## src/rtl/trng_pkg.sv

```systemverilog
// Shared types and defaults for the serial TRNG source: debiaser state
// encoding and the default buffer depth and repetition-test cutoff.
package trng_pkg;

  localparam int unsigned TRNG_DEPTH_DEF      = 32;
  localparam int unsigned TRNG_RCT_CUTOFF_DEF = 16;

  typedef enum logic {
    DB_EMPTY      = 1'b0,
    DB_HAVE_FIRST = 1'b1
  } db_state_t;

endpackage

```

## src/rtl/trng_vn_debias.sv

```systemverilog
// Von Neumann debiaser: pairs raw bits, emits the first bit of 01/10 pairs
// one cycle after the completing raw bit, and discards 00/11 pairs.
module trng_vn_debias
  import trng_pkg::*;
(
  input  logic clk,
  input  logic resetn,
  input  logic raw_valid,
  input  logic raw_bit,
  input  logic flush,
  output logic out_valid,
  output logic out_bit
);

  db_state_t state;
  logic      first_bit;

  always_ff @(posedge clk) begin
    if (!resetn || flush) begin
      state     <= DB_EMPTY;
      first_bit <= 1'b0;
      out_valid <= 1'b0;
      out_bit   <= 1'b0;
    end else begin
      out_valid <= 1'b0;
      if (raw_valid) begin
        case (state)
          DB_EMPTY: begin
            first_bit <= raw_bit;
            state     <= DB_HAVE_FIRST;
          end
          DB_HAVE_FIRST: begin
            state <= DB_EMPTY;
            if (first_bit != raw_bit) begin
              out_valid <= 1'b1;
              out_bit   <= first_bit;
            end
          end
          default: state <= DB_EMPTY;
        endcase
      end
    end
  end

endmodule

```

## src/rtl/trng_serial_src.sv

```systemverilog
// Serial TRNG source: repetition-count health test on raw entropy, Von Neumann
// debiasing, and a bit FIFO popped one bit per cycle by the consumer.
module trng_serial_src
  import trng_pkg::*;
#(
  parameter int unsigned DEPTH      = TRNG_DEPTH_DEF,
  parameter int unsigned RCT_CUTOFF = TRNG_RCT_CUTOFF_DEF
) (
  input  logic                     clk,
  input  logic                     resetn,
  input  logic                     raw_valid,
  input  logic                     raw_bit,
  input  logic                     trng_req,
  output logic                     trng_bit,
  output logic                     trng_avail,
  output logic [$clog2(DEPTH):0]   level,
  output logic                     health_fail,
  output logic                     underflow,
  input  logic                     clear_err
);

  localparam int unsigned AW = $clog2(DEPTH);
  localparam int unsigned LW = AW + 1;
  localparam int unsigned CW = $clog2(RCT_CUTOFF + 1);

  logic [CW-1:0]    rep_cnt;
  logic             prev_bit;
  logic             trip;
  logic             fail_now;
  logic             deb_flush;
  logic             deb_valid;
  logic             deb_bit;
  logic             push;
  logic             pop;
  logic [DEPTH-1:0] mem;
  logic [AW-1:0]    wr_ptr;
  logic [AW-1:0]    rd_ptr;

  // The trip is acted on in the same cycle health_fail is registered, so the
  // buffer is already empty when the flag becomes visible.
  assign trip      = (rep_cnt == CW'(RCT_CUTOFF));
  assign fail_now  = (health_fail | trip) & ~clear_err;
  assign deb_flush = fail_now | clear_err;

  assign push = deb_valid && !fail_now && (level < LW'(DEPTH));
  assign pop  = trng_req && (level != '0);

  assign trng_bit   = (level != '0) ? mem[rd_ptr] : 1'b0;
  assign trng_avail = (level != '0) && !health_fail;

  trng_vn_debias u_debias (
    .clk       (clk),
    .resetn    (resetn),
    .raw_valid (raw_valid),
    .raw_bit   (raw_bit),
    .flush     (deb_flush),
    .out_valid (deb_valid),
    .out_bit   (deb_bit)
  );

  always_ff @(posedge clk) begin
    if (!resetn || clear_err) begin
      rep_cnt  <= '0;
      prev_bit <= 1'b0;
    end else if (raw_valid) begin
      prev_bit <= raw_bit;
      if (rep_cnt == '0 || raw_bit != prev_bit) begin
        rep_cnt <= CW'(1);
      end else if (rep_cnt < CW'(RCT_CUTOFF)) begin
        rep_cnt <= rep_cnt + 1'b1;
      end
    end
  end

  always_ff @(posedge clk) begin
    if (!resetn) begin
      health_fail <= 1'b0;
      underflow   <= 1'b0;
    end else if (clear_err) begin
      health_fail <= 1'b0;
      underflow   <= 1'b0;
    end else begin
      if (trip) health_fail <= 1'b1;
      if (trng_req && level == '0) underflow <= 1'b1;
    end
  end

  always_ff @(posedge clk) begin
    if (!resetn || fail_now) begin
      level  <= '0;
      wr_ptr <= '0;
      rd_ptr <= '0;
    end else begin
      if (push) wr_ptr <= wr_ptr + 1'b1;
      if (pop)  rd_ptr <= rd_ptr + 1'b1;
      if (push && !pop) begin
        level <= level + 1'b1;
      end else if (pop && !push) begin
        level <= level - 1'b1;
      end
    end
  end

  always_ff @(posedge clk) begin
    if (push) mem[wr_ptr] <= deb_bit;
  end

endmodule

```

## config.mk

```make
export PLATFORM = sky130hd
export DESIGN_NAME = trng_serial_src
export DESIGN_NICKNAME = d
export VERILOG_FILES = /design/src/rtl/trng_pkg.sv /design/src/rtl/trng_vn_debias.sv /design/src/rtl/trng_serial_src.sv
export SDC_FILE = /design/constraint.sdc
export NUM_CORES = 1
export LEC_CHECK = 0
export BUFFER_PORTS_ARGS = -buffer_cell sky130_fd_sc_hd__buf_4
export CAP_MARGIN = 20
export CORE_ASPECT_RATIO = 0.75
export CORE_UTILIZATION = 65
export CTS_CLUSTER_DIAMETER = 40
export DETAILED_ROUTE_END_ITERATION = 8
export PLACE_DENSITY = 0.93
export SYNTH_ARGS = -nofsm -noshare
export SYNTH_HDL_FRONTEND = slang
export SYNTH_SLANG_ARGS = --single-unit
```

## constraint.sdc

```tcl
create_clock -name clk -period 5 [get_ports clk]
set_input_delay 0.75 -clock clk [delete_from_list [all_inputs] [get_ports clk]]
set_output_delay 0.75 -clock clk [all_outputs]
set_load 0.02 [all_outputs]
```

==> results of run 1 <==
-- final cells by class --
class | instances | area, um2 | area share (%)
flip-flops and latches | 60 | 1520 | 47.3
inverters | 10 | 37.5 | 1.17
clock buffers | 14 | 163 | 5.06
well taps | 55 | 68.8 | 2.14
clock inverters | 2 | 10.0 | 0.311
repair buffers | 15 | 113 | 3.50
multi-input cells | 186 | 1300 | 40.5
-- placed cells by master (no fill, tap or decap), types with 4 or more instances in the layout --
cell type / n
nor2_1: 64
edfxtp_1: 32
dfxtp_1: 28
buf_4: 15
nand2_1: 14
ha_1: 12
a21oi_1: 11
clkbuf_8: 11
inv_1: 10
mux2i_1: 9
xnor2_1: 8
xor2_1: 8
mux4_1: 6
nand4_1: 6
nand3_1: 5
o21ai_0: 5
nand3b_1: 4
-- power groups by stage --
stage | combinational (W) | clock (W) | sequential [W]
CTS | 0.000304 | 0.000382 | 0.000582
global placement | 0.000291 | 0 | 0.000589
finish | 0.000306 | 0.000374 | 0.000582
floorplan | 0.000226 | 0 | 0.000584
detailed placement | 0.000302 | 0 | 0.000592
global route | 0.000338 | 0.000406 | 0.000586
-- path summary, 6_finish.rpt --
| kind | from | to | cells after the start |
|---|---|---|---|
| worst max-delay path | rd_ptr[0]$_SDFFE_PP0P_ | trng_bit | 6 |
| worst min-delay path | underflow$_SDFFE_PP0P_ | underflow$_SDFFE_PP0P_ | 2 |
| worst max register to register | rep_cnt[0]$_SDFFE_PP0P_ | level[5]$_SDFFE_PP0P_ | 13 |
| worst min register to register | underflow$_SDFFE_PP0P_ | underflow$_SDFFE_PP0P_ | 2 |
-- per-layer routing --
| layer | wire length [um] | part of all wire, % | track usage, % |
|---|---|---|---|
| met1 | 2480 | 45 | 32.4 |
| met2 | 2700 | 49 | 43.6 |
| met3 | 313 | 5.7 | 9.77 |
| met4 | 41 | 0.74 | 9.35 |
| met5 | 0 | 0 | 0 |
-- worst max-delay path, stage by stage (launching register included) --
cell and delay (ns):
dfxtp_1 0.67, mux4_1 0.64, mux2i_1 0.22, a2111oi_1 0.11
a21oi_1 0.15, nor2_1 0.05, buf_4 0.15
-- flip-flops by register name, indices dropped and copies added (netlist names) --
name and count:
wr_ptr 5, prev_bit 1, underflow 1, u_debias.out_bit 1, u_debias.first_bit 1, u_debias.out_valid 1, rep_cnt 5, health_fail 1
mem 32, rd_ptr 5, u_debias.state 1, level 6
-- Yosys cell counts --
| library cell | n |
|---|---|
| buf_2 | 2 |
| mux2i_1 | 9 |
| o211ai_1 | 1 |
| or2_2 | 1 |
| nor4bb_1 | 1 |
| o21ai_0 | 5 |
| buf_4 | 1 |
| nor3_1 | 3 |
| xor2_1 | 8 |
| or3b_2 | 2 |
| nor3b_1 | 1 |
| clkbuf_2 | 2 |
| a21o_1 | 2 |
| nor2_1 | 64 |
| a21oi_1 | 11 |
| nand2_1 | 14 |
| nor2b_1 | 1 |
| o21bai_1 | 1 |
| nand4bb_2 | 1 |
| a2bb2oi_2 | 1 |
| or3_1 | 2 |
| and3_1 | 1 |
| a211o_1 | 1 |
| mux4_2 | 2 |
| a211oi_1 | 1 |
| xnor2_1 | 8 |
| nand3b_1 | 4 |
| nand2b_1 | 3 |
| buf_6 | 2 |
| a2111oi_1 | 1 |
| dfxtp_1 | 28 |
| fa_1 | 1 |
| o21a_1 | 2 |
| ha_1 | 12 |
| nor4_1 | 2 |
| clkbuf_1 | 5 |
| mux4_1 | 6 |
| nand3_1 | 5 |
| and2_1 | 1 |
| edfxtp_1 | 32 |
| a31oi_1 | 2 |
| inv_1 | 10 |
| nand4_1 | 6 |
-- metrics by stage --
step	area, um2	worst slack, ns	total power (W)
floorplan	2930	2.30	0.000810
global placement	3040	2.06	0.000880
detailed placement	3040	1.81	0.000894
CTS	3220	1.91	0.00127
global route	3220	1.63	0.00133
finish	3220	1.92	0.00126
-- kinds of logic after synthesis --
logic type / share of synthesized area (%)
AOI/OAI and AO/OA: 6.11
xor gates and xnor gates: 4.78
adders and majority gates: 5.81
buffers and inverters: 3.63
DFF: 51.9
muxes: 9.99
and+or+nand+nor: 17.8
==> key figures, run 1 <==
Power
  – Seq pwr share: 46.1%
  – Psw: 0.000372 W
  – Clock network power share: 29.6%
  – Leakage power: 1.11 nW
  – Comb pwr share: 24.3%
  – Internal Power: 0.000890 W
  – Sw frac: 29.5%
  – Power per Cell Area: 392 mW/mm2
  – IR drop worst, VDD: 0.266 mV

Yosys
  – Syn_nets: 287
  – Post-synthesis sequential area ratio: 51.9%
  – Yosys top cell by area: edfxtp_1
  – Top-area cell type share of the netlist area: 32.8%
  – Synth cell types: 43
  – Synthesized area: 0.00293 mm2
  – Synth area leaders: edfxtp_1 (33%), dfxtp_1 (19%), nor2_1 (8.2%), mux4_1 (5.4%), ha_1 (5.1%)
  – Seq cells post-synth: 60
  – Ys Warns: 0
  – Mapped Cells: 268
  – Mean Syn Cell Area: 10.9 um2

Worst setup path
  – Setup CP Type: reg2out
  – Flop2flop setup slack: 1.94 ns
  – Setup crit start kind: register
  – Worst EP arrival: 2.33 ns
  – CP endpoint kind: output pin
  – Critical Path RT: 4.25 ns
  – Max Fanout on Critical Path: 10

Floorplan
  – Initial Util: 70.1%
  – Die height: 60.1 um
  – FP Rows: 20
  – Core area: 0.00418 mm2
  – I/O Pins: 16
  – Width of the chip: 79.5 um
  – Die ar.: 0.00478 mm2

Place
  – Detailed placer's ending HPWL: 3810 um
  – Port Buf Inserts: 15
  – # placed instances: 326
  – RD Place Congestion: 0.863

Routing
  – DRT antenna net count: 0
  – DR DRC count: 0
  – First-pass DRT Iterations: 4
  – Via count: 1,980
  – Routed len/inst: 16.2 um
  – Vias per cell: 5.79
  – Initial DRC Count: 171
  – DRT Wirelength: 5530 um

Timing
  – Post-layout min period: 3.08 ns
  – Fmax: 325 MHz
  – Hold Fails Final Rpt: 0
  – Max-slew headroom: 35.2%
  – Worst-Margin Slew: 0.970 ns
  – Hold WS: 0.474 ns
  – Setup TNS: 0 ns
  – Clock skew: 0.00675 ns
  – Setup violators final: 0
  – RSZ-0062 raised after global routing: false
  – Slew Viols, Final: 0
  – Tcrit/Tclk final: 61.6%

Final layout
  – Final net count: 301
  – Fraction of layout cells with a size suffix above 1: 12.2%
  – Final Util: 76.9%
  – Area Growth Syn to Fin: 9.74%
  – Diode count: 0
  – FILL cells: 272
  – Finished Layout Cells: 342

Clock network
  – Setup bufs post-CTS: 0
  – CTS tree: yes
  – Num CTS Buffers: 9
  – Post-CTS Resized: 0
  – Clock Latency Late Sink: 0.33 ns
  – Max clock buf depth: 2
  – Clk sinks: 60
  – Reg clk slew, reported paths: 0.06 ns
  – # H-tree levels: 3
  – Root Driver: clkbuf_8
  – Hold Buf Count CTS: 0

Global routing
  – GRT Total Usage: 26.5%
  – Via count of the first global-routing pass: 1,957
  – GRT Residual Overflow: 0
  – Initial antenna violation count: 0
  – First-pass GRT wire length: 9090 um
  – Largest net degree at the start of global routing: 35

Min path
  – Hold WC Path Type: reg2reg

Job
  – Total of max-cap violations: 0

Outcome
  – Run status: finished clean
Note: power is estimated with default switching activity, not from simulation.
==> run 2: changes to the inputs <==
Settings changed: CORE_UTILIZATION 65 to 60, PLACE_DENSITY 0.93 to 0.88.
Clock period 5 ns to 3.2 ns, I/O delays scaled along.
==> key figures, run 2 (same netlist as run 1, synthesis figures left out) <==
Timing
  – Worst-Margin Slew: 0.965 ns
  – Hold WS: 0.366 ns
  – Post-layout min period: 2.93 ns
  – Setup WS post-layout: 0.270 ns
  – Fmax: 341 MHz
  – Slew Viols, Final: 0
  – Setup violators final: 0
  – Setup TNS: 0 ns
  – Hold Fails Final Rpt: 0
  – Max-slew headroom: 35.6%
  – Tcrit/Tclk final: 91.6%
  – Clock skew: 0.00952 ns

Worst setup path
  – Setup CP Type: reg2reg
  – CP endpoint kind: register
  – RR Startpoint: rep_cnt[0]$_SDFFE_PP0P_
  – Critical Path RT: 3.39 ns
  – Worst EP arrival: 3.12 ns
  – Setup crit start kind: register
  – Critical path launch point: rep_cnt[0]$_SDFFE_PP0P_
  – Max Fanout on Critical Path: 6

Routing
  – Initial DRC Count: 194
  – Routed len/inst: 15.9 um
  – DRT antenna net count: 0
  – First-pass DRT Iterations: 4
  – Via count: 2,017
  – DR DRC count: 0
  – DRT Wirelength: 5510 um
  – Vias per cell: 5.83

Global routing
  – Largest net degree at the start of global routing: 35
  – Initial antenna violation count: 0
  – Via count of the first global-routing pass: 1,992
  – First-pass GRT wire length: 9190 um
  – GRT Residual Overflow: 0
  – GRT Total Usage: 24.4%

Power
  – Psw: 0.000609 W
  – IR drop worst, VDD: 0.533 mV
  – Internal Power: 0.00144 W
  – Sw frac: 29.8%
  – Comb pwr share: 23.4%
  – Pwr Total: 0.00205 W
  – Seq pwr share: 44.5%
  – Leakage power: 1.12 nW
  – Power per Cell Area: 627 mW/mm2
  – Clock network power share: 32.1%

Job
  – Total of max-cap violations: 0

Final layout
  – FF/Latch Area: 0.00152 mm2
  – Biggest register: mem
  – Most common cell after layout, fill and taps aside: nor2_1
  – Area Growth Syn to Fin: 11.3%
  – FILL cells: 322
  – Final net count: 303
  – Fraction of layout cells with a size suffix above 1: 13.8%
  – Max reg flops: 32
  – Largest regs: mem: 32 flops, level: 6 flops
  – Final Util: 71.3%
  – Area occupied by multi-input gates: 0.00131 mm2
  – Diode count: 0
  – Commonest cells after routing, fill and taps aside: nor2_1 (64), edfxtp_1 (32), dfxtp_1 (28)

Clock network
  – Clk sinks: 60
  – Max clock buf depth: 2
  – Root Driver: clkbuf_8
  – Hold Buf Count CTS: 0
  – Clock Latency Late Sink: 0.34 ns
  – Num CTS Buffers: 9
  – # H-tree levels: 3
  – Reg clk slew, reported paths: 0.07 ns
  – CTS tree: yes

Floorplan
  – FP Rows: 21
  – Width of the chip: 82.7 um
  – Die ar.: 0.00517 mm2
  – Die height: 62.5 um
  – I/O Pins: 16
  – Core area: 0.00457 mm2
  – Initial Util: 64.1%

Place
  – Detailed placer's ending HPWL: 3780 um
  – Port Buf Inserts: 15
  – RD Place Congestion: 0.925
  – DP Worst Slack: 0.284 ns

Min path
  – Worst hold start: resetn
  – Hold WC Path Type: in2reg

Outcome
  – Run status: finished clean
## run 2: through the flow
| step | cells | area [um2] |
|---|---|---|
| finish | 346 | 3260 |
| global route | 346 | 3260 |
| CTS | 346 | 3260 |
| detailed placement | 330 | 3060 |
| global placement | 330 | 3060 |
| floorplan | 268 | 2930 |
## run 2: worst max-delay path, cell delays in order (launching register included)
cell       delay [ns]
dfxtp_1          0.36
inv_1            0.08
ha_1             0.18
nand4bb_2        0.15
a21oi_1          0.28
nor2_1           0.12
ha_1             0.28
inv_1            0.19
ha_1             0.30
a211oi_2         0.32
or3_1            0.17
nand4_1          0.13
xnor2_1          0.17
nor2_1           0.06
## run 2: layout make-up
class / count / share of cell area, %
Clock buffer: 13 / 5.52
Multi-Input combinational cell: 186 / 40.1
Timing Repair Buffer: 17 / 3.91
Tap cell: 57 / 2.19
Clock inverter: 3 / 0.499
Inverter: 10 / 1.15
Sequential cell: 60 / 46.6
## run 2: path summary, 6_finish.rpt
kind / end / slack (ns) / cells past startpoint
setup / recovery: level[5]$_SDFFE_PP0P_ / 0.27 / 13
hold / removal: health_fail$_SDFFE_PP0P_ / 0.37 / 2
setup reg to reg: level[5]$_SDFFE_PP0P_ / 0.27 / 13
hold reg to reg: underflow$_SDFFE_PP0P_ / 0.48 / 2
## run 2: power groups by stage
| stage | Combinational (W) | Clock, W | Sequential [W] |
|---|---|---|---|
| floorplan | 0.000339 | 0 | 0.000913 |
| global placement | 0.000447 | 0 | 0.000923 |
| detailed placement | 0.000465 | 0 | 0.000924 |
| CTS | 0.000467 | 0.000669 | 0.000908 |
| global route | 0.000524 | 0.000706 | 0.000918 |
| finish | 0.000478 | 0.000656 | 0.000911 |
## run 2: per-layer routing
metal,part of all wire (%),wire length (um),vias up,track usage [%]
met1,47,2620,981,33.3
met3,4.6,251,4,8.91
met4,0.56,31,0,7.76
met2,47,2610,50,36.2
li1,-,-,982,-
met5,0,0,-,0
## run 2: repair_timing
item | 4_1_cts | 5_1_grt
buffers inserted | 0 | 0
resized for setup | 0 | 2
endpoints found under the setup margin | 0 | 1
==> run 3: changes to the inputs <==
Settings changed: SYNTH_HIERARCHICAL set to 1.
==> key figures, run 3 <==
Timing
  – Tcrit/Tclk final: 90.6%
  – Hold Fails Final Rpt: 0
  – Setup TNS: 0 ns
  – Post-layout min period: 2.90 ns
  – RSZ-0062 raised after global routing: false
  – Fmax: 345 MHz
  – Worst-Margin Slew: 0.988 ns
  – Setup violators final: 0
  – Slew Viols, Final: 0
  – Max-slew headroom: 34.0%
  – Clock skew: 0.00691 ns

Worst setup path
  – Max Fanout on Critical Path: 6
  – Setup CP Type: reg2reg
  – Critical Path RT: 3.40 ns
  – Cells along the critical path: inv_1 > ha_1 > nand4bb_2 > a21oi_1 > nor2_1 > ha_1 > inv_1 > ha_1 > o21ai_0 > or3_1 > nand4_1 > xnor2_1 > nor2_1
  – Crit-path leading delay family: adder cells
  – CP endpoint kind: register
  – Setup crit start kind: register
  – Slowest-stage cell, CP: dfxtp_1
  – Worst EP arrival: 3.10 ns
  – Crit-path most repeated cell: ha_1
  – Critical path launch point: rep_cnt[0]$_SDFFE_PP0P_
  – Number of buffers and inverters on the critical path: 2
  – Crit-path max cell delay: 0.39 ns
  – RR Startpoint: rep_cnt[0]$_SDFFE_PP0P_

Floorplan
  – Die height: 62.5 um
  – FP Rows: 21
  – I/O Pins: 16
  – Core area: 0.00457 mm2
  – Initial Util: 64.1%
  – Width of the chip: 82.7 um
  – Die ar.: 0.00517 mm2

Yosys
  – Synth Area in Simple Gates: 17.7%
  – Syn_nets: 286
  – Synthesized area: 0.00293 mm2
  – Count leader, synth: nor2_1
  – Post-Synth Adder-Cell Area: 5.81%
  – Ys async rst share: 0%
  – Number of synthesized flops with an enable pin: 32
  – Seq cells post-synth: 60
  – Ys Warns: 6
  – Mean Syn Cell Area: 11.0 um2
  – Synth cell types: 44
  – Mux contribution to synthesized area: 10.0%
  – Post-synth top cells: nor2_1 (63), edfxtp_1 (32), dfxtp_1 (28)
  – Post-synth top flop: edfxtp_1
  – Synth area leaders: edfxtp_1 (33%), dfxtp_1 (19%), nor2_1 (8.1%), mux4_1 (5.4%), ha_1 (5.1%)
  – Post-synthesis xor/xnor area fraction: 4.78%
  – Post-synthesis sequential area ratio: 51.9%
  – Yosys top cell by area: edfxtp_1
  – Mapped Cells: 267
  – Top-area cell type share of the netlist area: 32.8%
  – Compound-Gate Fraction of Synth Area: 6.32%
  – Largest family of logic cells by synthesized area: simple AND/OR/NAND/NOR gates

Routing
  – Vias per cell: 5.84
  – DRT Wirelength: 5700 um
  – DRT antenna net count: 0
  – First-pass DRT Iterations: 4
  – Via count: 2,027
  – DR DRC count: 0
  – Initial DRC Count: 138
  – Routed len/inst: 16.4 um

Final layout
  – Area Growth Syn to Fin: 11.4%
  – FF/Latch Area: 0.00152 mm2
  – Fraction of layout cells with a size suffix above 1: 13.4%
  – Max reg flops: 32
  – Diode count: 0
  – Biggest register: mem
  – Final net count: 304
  – Largest regs: mem: 32 flops, level: 6 flops
  – Commonest cells after routing, fill and taps aside: nor2_1 (63), edfxtp_1 (32), dfxtp_1 (28)
  – Final instance area: 0.00326 mm2
  – Area occupied by multi-input gates: 0.00131 mm2
  – Most common cell after layout, fill and taps aside: nor2_1
  – FILL cells: 330

Place
  – Port Buf Inserts: 15
  – RD Place Congestion: 0.935
  – Detailed placer's ending HPWL: 3910 um
  – Placed Area: 0.00307 mm2

Clock network
  – Setup bufs post-CTS: 0
  – Post-CTS Resized: 0
  – Max clock buf depth: 2
  – Reg clk slew, reported paths: 0.07 ns
  – Num CTS Buffers: 9
  – # H-tree levels: 3
  – Hold Buf Count CTS: 0
  – Clock Latency Late Sink: 0.34 ns
  – Root Driver: clkbuf_8
  – Clk sinks: 60
  – CTS tree: yes

Global routing
  – GRT Residual Overflow: 0
  – Initial antenna violation count: 0
  – Largest net degree at the start of global routing: 35
  – GRT Total Usage: 25.7%
  – Via count of the first global-routing pass: 1,991
  – First-pass GRT wire length: 9530 um

Power
  – IR drop worst, VDD: 0.437 mV
  – Leakage power: 1.20 nW
  – Power per Cell Area: 624 mW/mm2
  – Pwr Total: 0.00204 W

Outcome
  – Run status: finished clean

Min path
  – Hold WC Path Type: in2reg
  – Worst hold start: resetn

Job
  – Total of max-cap violations: 0
run 3: cell types whose count changed after synthesis, sizes merged:
cell / previous run / this run
nand3b: 4 / 3
inv: 10 / 11
nor2b: 1 / 0
or2: 1 / 2
a31oi: 2 / 3
nor2: 64 / 63
clkbuf: 7 / 5
and2b: 0 / 1
run 3: final timing paths:
check	cells past startpoint	slack, ns	end
worst max-delay path	13	0.30	level[5]$_SDFFE_PP0P_
worst max register to register	13	0.30	level[5]$_SDFFE_PP0P_
worst min-delay path	2	0.39	health_fail$_SDFFE_PP0P_
worst min register to register	2	0.48	underflow$_SDFFE_PP0P_
run 3: cell families (layout without fill, tap and decap cells):
group | after synthesis | in the layout
muxes | 17 | 17
AOI/OAI and AO/OA | 29 | 29
xor gates and xnor gates | 16 | 16
adders and majority gates | 13 | 13
buffers and inverters | 21 | 44
DFF | 60 | 60
and+or+nand+nor | 111 | 111
run 3: per-stage QoR:
step                utilization [%]  hold slack [ns]  setup WS (ns)  cells
floorplan                         -            0.462          0.551    267
finish                         71.4            0.388          0.300    347
global placement               67.1            0.448          0.545    331
detailed placement             67.1            0.461          0.355    331
global route                   71.4            0.372          0.115    347
CTS                            71.4            0.376          0.324    347
run 3: report_power, final:
part           total (W)  internal, W  switching (W)
sequential      0.000911     0.000837      0.0000732
clock           0.000647     0.000363       0.000284
combinational   0.000480     0.000236       0.000244
total            0.00204      0.00144       0.000601
run 3: cell type report:
type                            count  area share [%]
Inverter                           11            1.26
Multi-Input combinational cell    186            40.0
Sequential cell                    60            46.6
Tap cell                           57            2.18
Timing Repair Buffer               17            3.91
Clock inverter                      4           0.613
Clock buffer                       12            5.40
run 3: per-layer routing:
layer	GRT usage [%]	vias to the layer above	share of wire (%)
met5	0	-	0
met3	10.5	12	5.9
li1	-	981	-
met4	8.19	0	1.8
met2	39.8	55	49
met1	32.6	979	43
run 3: worst reg2reg max path, cell delays in order, from the launching register on:
cell and delay (ns):
dfxtp_1 0.39, inv_1 0.06, ha_1 0.22, nand4bb_2 0.12
a21oi_1 0.11, nor2_1 0.21, ha_1 0.31, inv_1 0.17
ha_1 0.38, o21ai_0 0.14, or3_1 0.38, nand4_1 0.11
xnor2_1 0.12, nor2_1 0.05
